$ cat config.mk
export PLATFORM = sky130hd
export DESIGN_NAME = hframe_sequencer
export DESIGN_NICKNAME = d
export VERILOG_FILES = /design/src/rtl/hfsm_pkg.sv /design/src/rtl/hraster_counter.sv /design/src/rtl/hframe_sequencer.sv
export SDC_FILE = /design/constraint.sdc
export NUM_CORES = 1
export LEC_CHECK = 0
export ABC_AREA = 1
export BUFFER_PORTS_ARGS = -buffer_cell sky130_fd_sc_hd__buf_2
export CORE_MARGIN = 2
export CORE_UTILIZATION = 58
export CTS_BUF_LIST = sky130_fd_sc_hd__clkbuf_4 sky130_fd_sc_hd__clkbuf_8
export DETAILED_ROUTE_END_ITERATION = 16
export GPL_TIMING_DRIVEN = 1
export PLACE_DENSITY = 0.83
export SKIP_LAST_GASP = 1
export SLEW_MARGIN = 25
export SYNTH_ARGS = -nofsm -noshare
export SYNTH_HDL_FRONTEND = slang
export SYNTH_SLANG_ARGS = --single-unit
$ cat constraint.sdc
create_clock -name hclk -period 2.05 [get_ports hclk]
set_input_delay 0.205 -clock hclk [delete_from_list [all_inputs] [get_ports hclk]]
set_output_delay 0.205 -clock hclk [all_outputs]
set_load 0.05 [all_outputs]
$ cat src/rtl/hfsm_pkg.sv
// ---------------------------------------------------------------------------
// hfsm_pkg
// Shared definitions for the multi-image averaging sequencer:
//   - seq_state_e    : sequencer FSM states (IDLE, RUN, DONE)
//   - DEF_*          : default image geometry and image count
//   - pix_aw_calc()  : smallest address width that covers a given pixel count
// ---------------------------------------------------------------------------
package hfsm_pkg;

    typedef enum logic [1:0] {
        IDLE = 2'd0,
        RUN  = 2'd1,
        DONE = 2'd2
    } seq_state_e;

    localparam int DEF_HIM_LEN           = 520;
    localparam int DEF_HIM_WID           = 520;
    localparam int DEF_LOG2_NO_OF_IMAGES = 4;
    localparam int DEF_NO_OF_IMAGES      = 16;

    // Minimum width w (at least 1) such that 2**w >= n_pix.
    function automatic int pix_aw_calc(input int n_pix);
        int w;
        w = 1;
        while ((w < 31) && ((1 << w) < n_pix)) begin
            w = w + 1;
        end
        return w;
    endfunction

endpackage : hfsm_pkg

$ cat src/rtl/hraster_counter.sv
// ---------------------------------------------------------------------------
// hraster_counter
// Raster position tracker for one image: column, row and linear pixel address.
// Advances by one pixel on each step; wraps to (0,0) after the last pixel.
//
// Ports:
//   clk      in   clock
//   rst_n    in   asynchronous active-low reset (clears all counters)
//   step     in   pixel accepted this cycle: advance position
//   clear    in   synchronous return to (0,0), takes priority over step
//   col      out  current column
//   row      out  current row
//   pix_addr out  current linear address (row*HIM_WID + col)
//   sof      out  position is (0,0)         (unqualified)
//   eof      out  position is the last pixel (unqualified)
// ---------------------------------------------------------------------------
module hraster_counter
    import hfsm_pkg::*;
#(
    parameter int HIM_LEN = DEF_HIM_LEN,
    parameter int HIM_WID = DEF_HIM_WID,
    parameter int PIX_AW  = pix_aw_calc(DEF_HIM_LEN * DEF_HIM_WID)
) (
    input  logic              clk,
    input  logic              rst_n,
    input  logic              step,
    input  logic              clear,
    output logic [15:0]       col,
    output logic [15:0]       row,
    output logic [PIX_AW-1:0] pix_addr,
    output logic              sof,
    output logic              eof
);

    localparam logic [15:0]       COL_LAST = 16'(HIM_WID - 1);
    localparam logic [15:0]       ROW_LAST = 16'(HIM_LEN - 1);
    localparam logic [15:0]       CNT_ONE  = 16'd1;
    localparam logic [PIX_AW-1:0] ADDR_ONE = PIX_AW'(1);

    logic [15:0]       col_reg,  col_next;
    logic [15:0]       row_reg,  row_next;
    logic [PIX_AW-1:0] addr_reg, addr_next;
    logic              col_last;

    assign col_last = (col_reg == COL_LAST);
    assign eof      = col_last && (row_reg == ROW_LAST);
    assign sof      = (col_reg == 16'd0) && (row_reg == 16'd0);

    always_comb begin
        col_next  = col_reg;
        row_next  = row_reg;
        addr_next = addr_reg;
        if (clear) begin
            col_next  = '0;
            row_next  = '0;
            addr_next = '0;
        end else if (step) begin
            if (eof) begin
                // Image complete: next accepted pixel starts a fresh image.
                col_next  = '0;
                row_next  = '0;
                addr_next = '0;
            end else if (col_last) begin
                col_next  = '0;
                row_next  = row_reg + CNT_ONE;
                addr_next = addr_reg + ADDR_ONE;
            end else begin
                col_next  = col_reg + CNT_ONE;
                addr_next = addr_reg + ADDR_ONE;
            end
        end
    end

    always_ff @(posedge clk or negedge rst_n) begin
        if (!rst_n) begin
            col_reg  <= '0;
            row_reg  <= '0;
            addr_reg <= '0;
        end else begin
            col_reg  <= col_next;
            row_reg  <= row_next;
            addr_reg <= addr_next;
        end
    end

    assign col      = col_reg;
    assign row      = row_reg;
    assign pix_addr = addr_reg;

endmodule : hraster_counter

$ cat src/rtl/hframe_sequencer.sv
// ---------------------------------------------------------------------------
// hframe_sequencer
// Handshake-driven sequencer for the multi-image averaging pipeline. Counts
// accepted source pixels through NO_OF_IMAGES images and drives the
// accumulator controls (first-image write, accumulate, last-image emit).
// During the last image, acceptance is gated by downstream readiness.
//
// Ports:
//   hclk      in   clock
//   hres      in   asynchronous active-low reset
//   start     in   run request, only looked at in IDLE
//   abort     in   abandon the current run (RUN only)
//   in_valid  in   source pixel valid
//   in_ready  out  sequencer can accept a pixel (combinational)
//   out_ready in   downstream can take an averaged pixel
//   acc_en    out  pixel accepted this cycle
//   acc_first out  current image is image 0 (write, do not add)
//   acc_last  out  current image is the last one (emit average)
//   pix_addr  out  linear address of the pixel being accepted
//   col, row  out  raster position of the pixel being accepted
//   hstate    out  current image index
//   sof, eof  out  accepted pixel is first / last pixel of an image
//   busy      out  sequencer is in RUN
//   done      out  one-cycle pulse after the final pixel of a run
// ---------------------------------------------------------------------------
module hframe_sequencer
    import hfsm_pkg::*;
#(
    parameter int HIM_LEN           = DEF_HIM_LEN,
    parameter int HIM_WID           = DEF_HIM_WID,
    parameter int LOG2_NO_OF_IMAGES = DEF_LOG2_NO_OF_IMAGES,
    parameter int NO_OF_IMAGES      = DEF_NO_OF_IMAGES,
    parameter int PIX_AW            = pix_aw_calc(HIM_LEN * HIM_WID)
) (
    input  logic                         hclk,
    input  logic                         hres,
    input  logic                         start,
    input  logic                         abort,
    input  logic                         in_valid,
    output logic                         in_ready,
    input  logic                         out_ready,
    output logic                         acc_en,
    output logic                         acc_first,
    output logic                         acc_last,
    output logic [PIX_AW-1:0]            pix_addr,
    output logic [15:0]                  col,
    output logic [15:0]                  row,
    output logic [LOG2_NO_OF_IMAGES-1:0] hstate,
    output logic                         sof,
    output logic                         eof,
    output logic                         busy,
    output logic                         done
);

    localparam logic [LOG2_NO_OF_IMAGES-1:0] IMG_LAST = LOG2_NO_OF_IMAGES'(NO_OF_IMAGES - 1);
    localparam logic [LOG2_NO_OF_IMAGES-1:0] IMG_ONE  = LOG2_NO_OF_IMAGES'(1);

    seq_state_e                   state_reg, state_next;
    logic [LOG2_NO_OF_IMAGES-1:0] hstate_reg, hstate_next;

    logic is_run;
    logic raster_clear;
    logic raster_sof;
    logic raster_eof;

    assign is_run = (state_reg == RUN);

    // Image-role flags are only meaningful while a run is in progress.
    assign acc_first = is_run && (hstate_reg == '0);
    assign acc_last  = is_run && (hstate_reg == IMG_LAST);

    // Backpressure only applies in the last image, where each accepted pixel
    // produces an averaged output that downstream must be able to take.
    assign in_ready = is_run && !abort && (!acc_last || out_ready);
    assign acc_en   = in_valid && in_ready;

    assign sof    = acc_en && raster_sof;
    assign eof    = acc_en && raster_eof;
    assign hstate = hstate_reg;

    hraster_counter #(
        .HIM_LEN (HIM_LEN),
        .HIM_WID (HIM_WID),
        .PIX_AW  (PIX_AW)
    ) u_raster (
        .clk      (hclk),
        .rst_n    (hres),
        .step     (acc_en),
        .clear    (raster_clear),
        .col      (col),
        .row      (row),
        .pix_addr (pix_addr),
        .sof      (raster_sof),
        .eof      (raster_eof)
    );

    always_comb begin
        state_next   = state_reg;
        hstate_next  = hstate_reg;
        raster_clear = 1'b0;
        busy         = 1'b0;
        done         = 1'b0;
        case (state_reg)
            IDLE: begin
                // Counters are guaranteed zero here: runs end either on the
                // final eof wrap or via abort, both of which clear them.
                if (start) begin
                    state_next = RUN;
                end
            end
            RUN: begin
                busy = 1'b1;
                if (abort) begin
                    state_next   = IDLE;
                    hstate_next  = '0;
                    raster_clear = 1'b1;
                end else if (acc_en && raster_eof) begin
                    if (hstate_reg == IMG_LAST) begin
                        hstate_next = '0;
                        state_next  = DONE;
                    end else begin
                        hstate_next = hstate_reg + IMG_ONE;
                    end
                end
            end
            DONE: begin
                done       = 1'b1;
                state_next = IDLE;
            end
            default: begin
                state_next = IDLE;
            end
        endcase
    end

    always_ff @(posedge hclk or negedge hres) begin
        if (!hres) begin
            state_reg  <= IDLE;
            hstate_reg <= '0;
        end else begin
            state_reg  <= state_next;
            hstate_reg <= hstate_next;
        end
    end

endmodule : hframe_sequencer

==> summary.md <==
| Metric | Value |
|---|---|
| Antenna Cells | `0` |
| GRT met2 Usage | `0.483` |
| Total gr overflow | `0` |
| DP HPWL | `7.10 mm` |
| Post-synth cell types | `35` |
| Status | `finished, violations left` |
| Final worst-path cycle share | `1.00` |
| Mapped Area | `approximately 0.0038 sq mm` |
| # DRC | `0` |
| DP Area | `approximately 0.0042 sq mm` |
| Vias in the first global route | `3539` |
| Power Total | `around 4.3 mW` |
| Via density | `roughly 5.6` |
| Port Buf Inserts | `approximately 70` |
| Clk pin slew, worst setup/hold paths | `roughly 0.060 ns` |
| Fin. max-slew vios | `0` |
| Most common cell after layout, fill and taps aside | `nand2_1` |
| Share of cells above drive strength 1 | `0.232` |
| Final GP Congestion | `~0.94` |
| Final setup viols | `2` |
| FMAX | `485 MHz` |
| Initial core utilization | `0.595` |
| Setup Skew | `0.00931 ns` |
| Die span in x | `approximately 84 um` |
| Mean Syn Cell Area | `between 7 and 8 sq um` |
| Worst path bufs/invs | `2` |
| Initial DRC count | `between 300 and 400` |
| Fin. Hold Viols | `0` |
| Hold crit path type | `in2reg` |
| Setup TNS | `-0.0135 ns` |
| CP Cell Sequence | `ha_4 -> nand2_2 -> nor3_1 -> nand2_1 -> nor2_4 -> nand3_4 -> clkinvlp_4 -> buf_6` |
| Cell family with most CP delay | `simple AND/OR/NAND/NOR gates` |
| Worst setup margin | `-0.0102 ns` |
| I/O Pins | `69` |
| H-tree depth | `3` |
| Slowest cell on crit path | `dfrtp_2` |
| Unrepaired setup endpoints after global routing | `true` |
| Antenna Violating Nets Remaining | `0` |
| Slew @ Worst Pin | `0.547 ns` |
| # clock sinks | `57` |
| Max_cap viols | `0` |
| Via count | `a little under 4000` |
| CP arrival | `around 1.9 ns` |
| Router iterations before antenna repair | `5` |
| Core Util, Final | `0.716` |
| GRT busiest layer | `met2` |
| Layout Nets | `between 600 and 700` |
| Die area | `between 0.007 and 0.008 sq mm` |
| Buffer depth of the longest clock path | `2` |
| Crit. End Element | `output pin` |
| Clock insertion delay at the later pin of the skew report | `around 0.34 ns` |
| CP Launch Type | `flop` |
| Rows | `29` |
| Worst ir drop on vdd | `about 0.66 mV` |
| Worst endpoint required time | `between 1.5 and 2 ns` |
| CTS tree | `yes` |
| Ys Warns | `0` |
| Routed wire length | `between 9 and 10 mm` |
| Synth Register Bits | `57` |
| Highest-count cells in the layout ignoring fill and taps | `nand2_1 (142), nor2_1 (93), buf_2 (65)` |
| Core area | `0.00631 sq mm` |
| First-pass GRT wire length | `around 16 mm` |
| Die span in y | `around 84 um` |
| Largest net degree at the start of global routing | `25` |
| Post-synthesis sequential area ratio | `0.380` |
| P&R area growth vs syn | `20.5%` |
| Initial antenna violation count | `0` |
| Root buf cell | `clkbuf_8` |
| Failing checks | `negative setup slack` |
| CTS Buf Count | `9` |
| Mapped Cells | `536` |
| Largest register FFs | `19` |
| Crit path kind | `reg2out` |
| Max-slew headroom | `0.635` |
| Mapped Nets | `around 550` |
| Total track usage | `0.281` |
| Met3 GRT Util | `0.0334` |
| Met1 usage | `0.368` |
| Pleak | `around 2.3 nW` |
| Period minus WS final | `around 2.1 ns` |
| CP max FO | `6` |
| WL/cell | `roughly 14 um` |
| Fin area | `around 0.0045 sq mm` |
| Pwr/cell area | `~960 mW/mm^2` |
| Largest stage delay on the critical path | `0.45 ns` |
## Yosys cell counts
library cell,instances,area (sq um)
nand2_1,143,537
nor2_1,95,357
dfrtp_1,57,1430
inv_1,49,184
nand3_1,48,240
nand4_1,26,163
xor2_1,19,166
o21ai_0,16,80.1
nor3_1,13,65.1
o21ai_1,8,40.0
ha_1,7,87.6
buf_2,6,30.0
buf_6,6,67.6
inv_2,6,22.5
a21oi_1,5,25.0
nand2_4,5,56.3
nor2_2,5,31.3
nand2_2,3,18.8
or2_2,3,18.8
a31o_2,1,8.76
a31oi_1,1,6.26
and2_1,1,6.26
and3_1,1,6.26
buf_4,1,7.51
clkbuf_1,1,3.75
nand3_2,1,10.0
nand3_4,1,17.5
nand3b_1,1,7.51
nor2_4,1,11.3
nor3_2,1,10.0
nor3b_1,1,7.51
nor4_1,1,6.26
o2111ai_1,1,8.76
o21bai_2,1,11.3
xnor2_1,1,8.76
## path summary, 6_finish.rpt
path                                       startpoint               endpoint  slack (ns)  cells past startpoint
max in group asynchronous                        hres        u_raster.row[1]        0.92                      3
worst min register to register  u_raster.pix_addr[17]  u_raster.pix_addr[17]        0.54                      2
worst min-delay path                            start           state_reg[0]        0.11                      3
worst max register to register              hstate[0]  u_raster.pix_addr[15]        0.17                      9
min in group asynchronous                        hres        u_raster.col[5]        0.38                      2
worst max-delay path                  u_raster.row[0]                    eof       -0.01                      8
## repair_timing
item                                    CTS  global route
buffers inserted                          1             3
endpoints found under the setup margin    3            22
pin swaps                                 1             4
gates resized for setup                   8            21
hold endpoints to repair                 22             0
hold buffers                              1             0
## logic make-up (layout without fill, tap and decap cells)
group,count (synthesis),in the layout,synth area share
adder cells (fa/ha/maj),7,7,0.0233
AO/OA/AOI/OAI,33,33,0.0480
AND/OR/NAND/NOR,350,350,0.418
buffers and inverters,69,154,0.0840
XOR/XNOR,20,20,0.0467
flip-flops,57,57,0.380
## power by group
| group | leakage, nW | internal, mW | total (mW) | switching (mW) |
|---|---|---|---|---|
| clock | 0.106 | 0.581 | 1.04 | 0.456 |
| combinational | 1.41 | 0.471 | 1.73 | 1.26 |
| sequential | 0.770 | 1.29 | 1.57 | 0.282 |
| total | 2.29 | 2.34 | 4.34 | 2.00 |
## routing by layer
metal  part of all wire  vias to the layer above
li1                   -                     1882
met1               0.41                     1869
met2               0.50                      165
met3              0.069                       24
met4              0.022                        0
met5                  0                        -
## metrics by stage
step	hold slack (ns)	setup slack, ns	std cells
after floorplan	-0.0906	0.0449	536
after global placement	0.221	0.194	677
after detailed placement	0.227	0.153	677
after CTS	0.0659	-0.0248	695
after global routing	0.121	-0.0792	698
final	0.105	-0.0102	698
## final cells by class
class                           instances  area, sq um
Clock buffer                           14          186
Clock inverter                          2         10.0
Fill cell                             524         1790
Inverter                               55          215
Multi-Input combinational cell        410         2100
Sequential cell                        57         1430
Tap cell                               77         96.3
Timing Repair Buffer                   83          482
## worst min-delay path, stage by stage
cell,delay (ns)
buf_2,0.07
nand2_1,0.06
nand2_1,0.07
No activity file was read; power rests on OpenSTA's default activity.
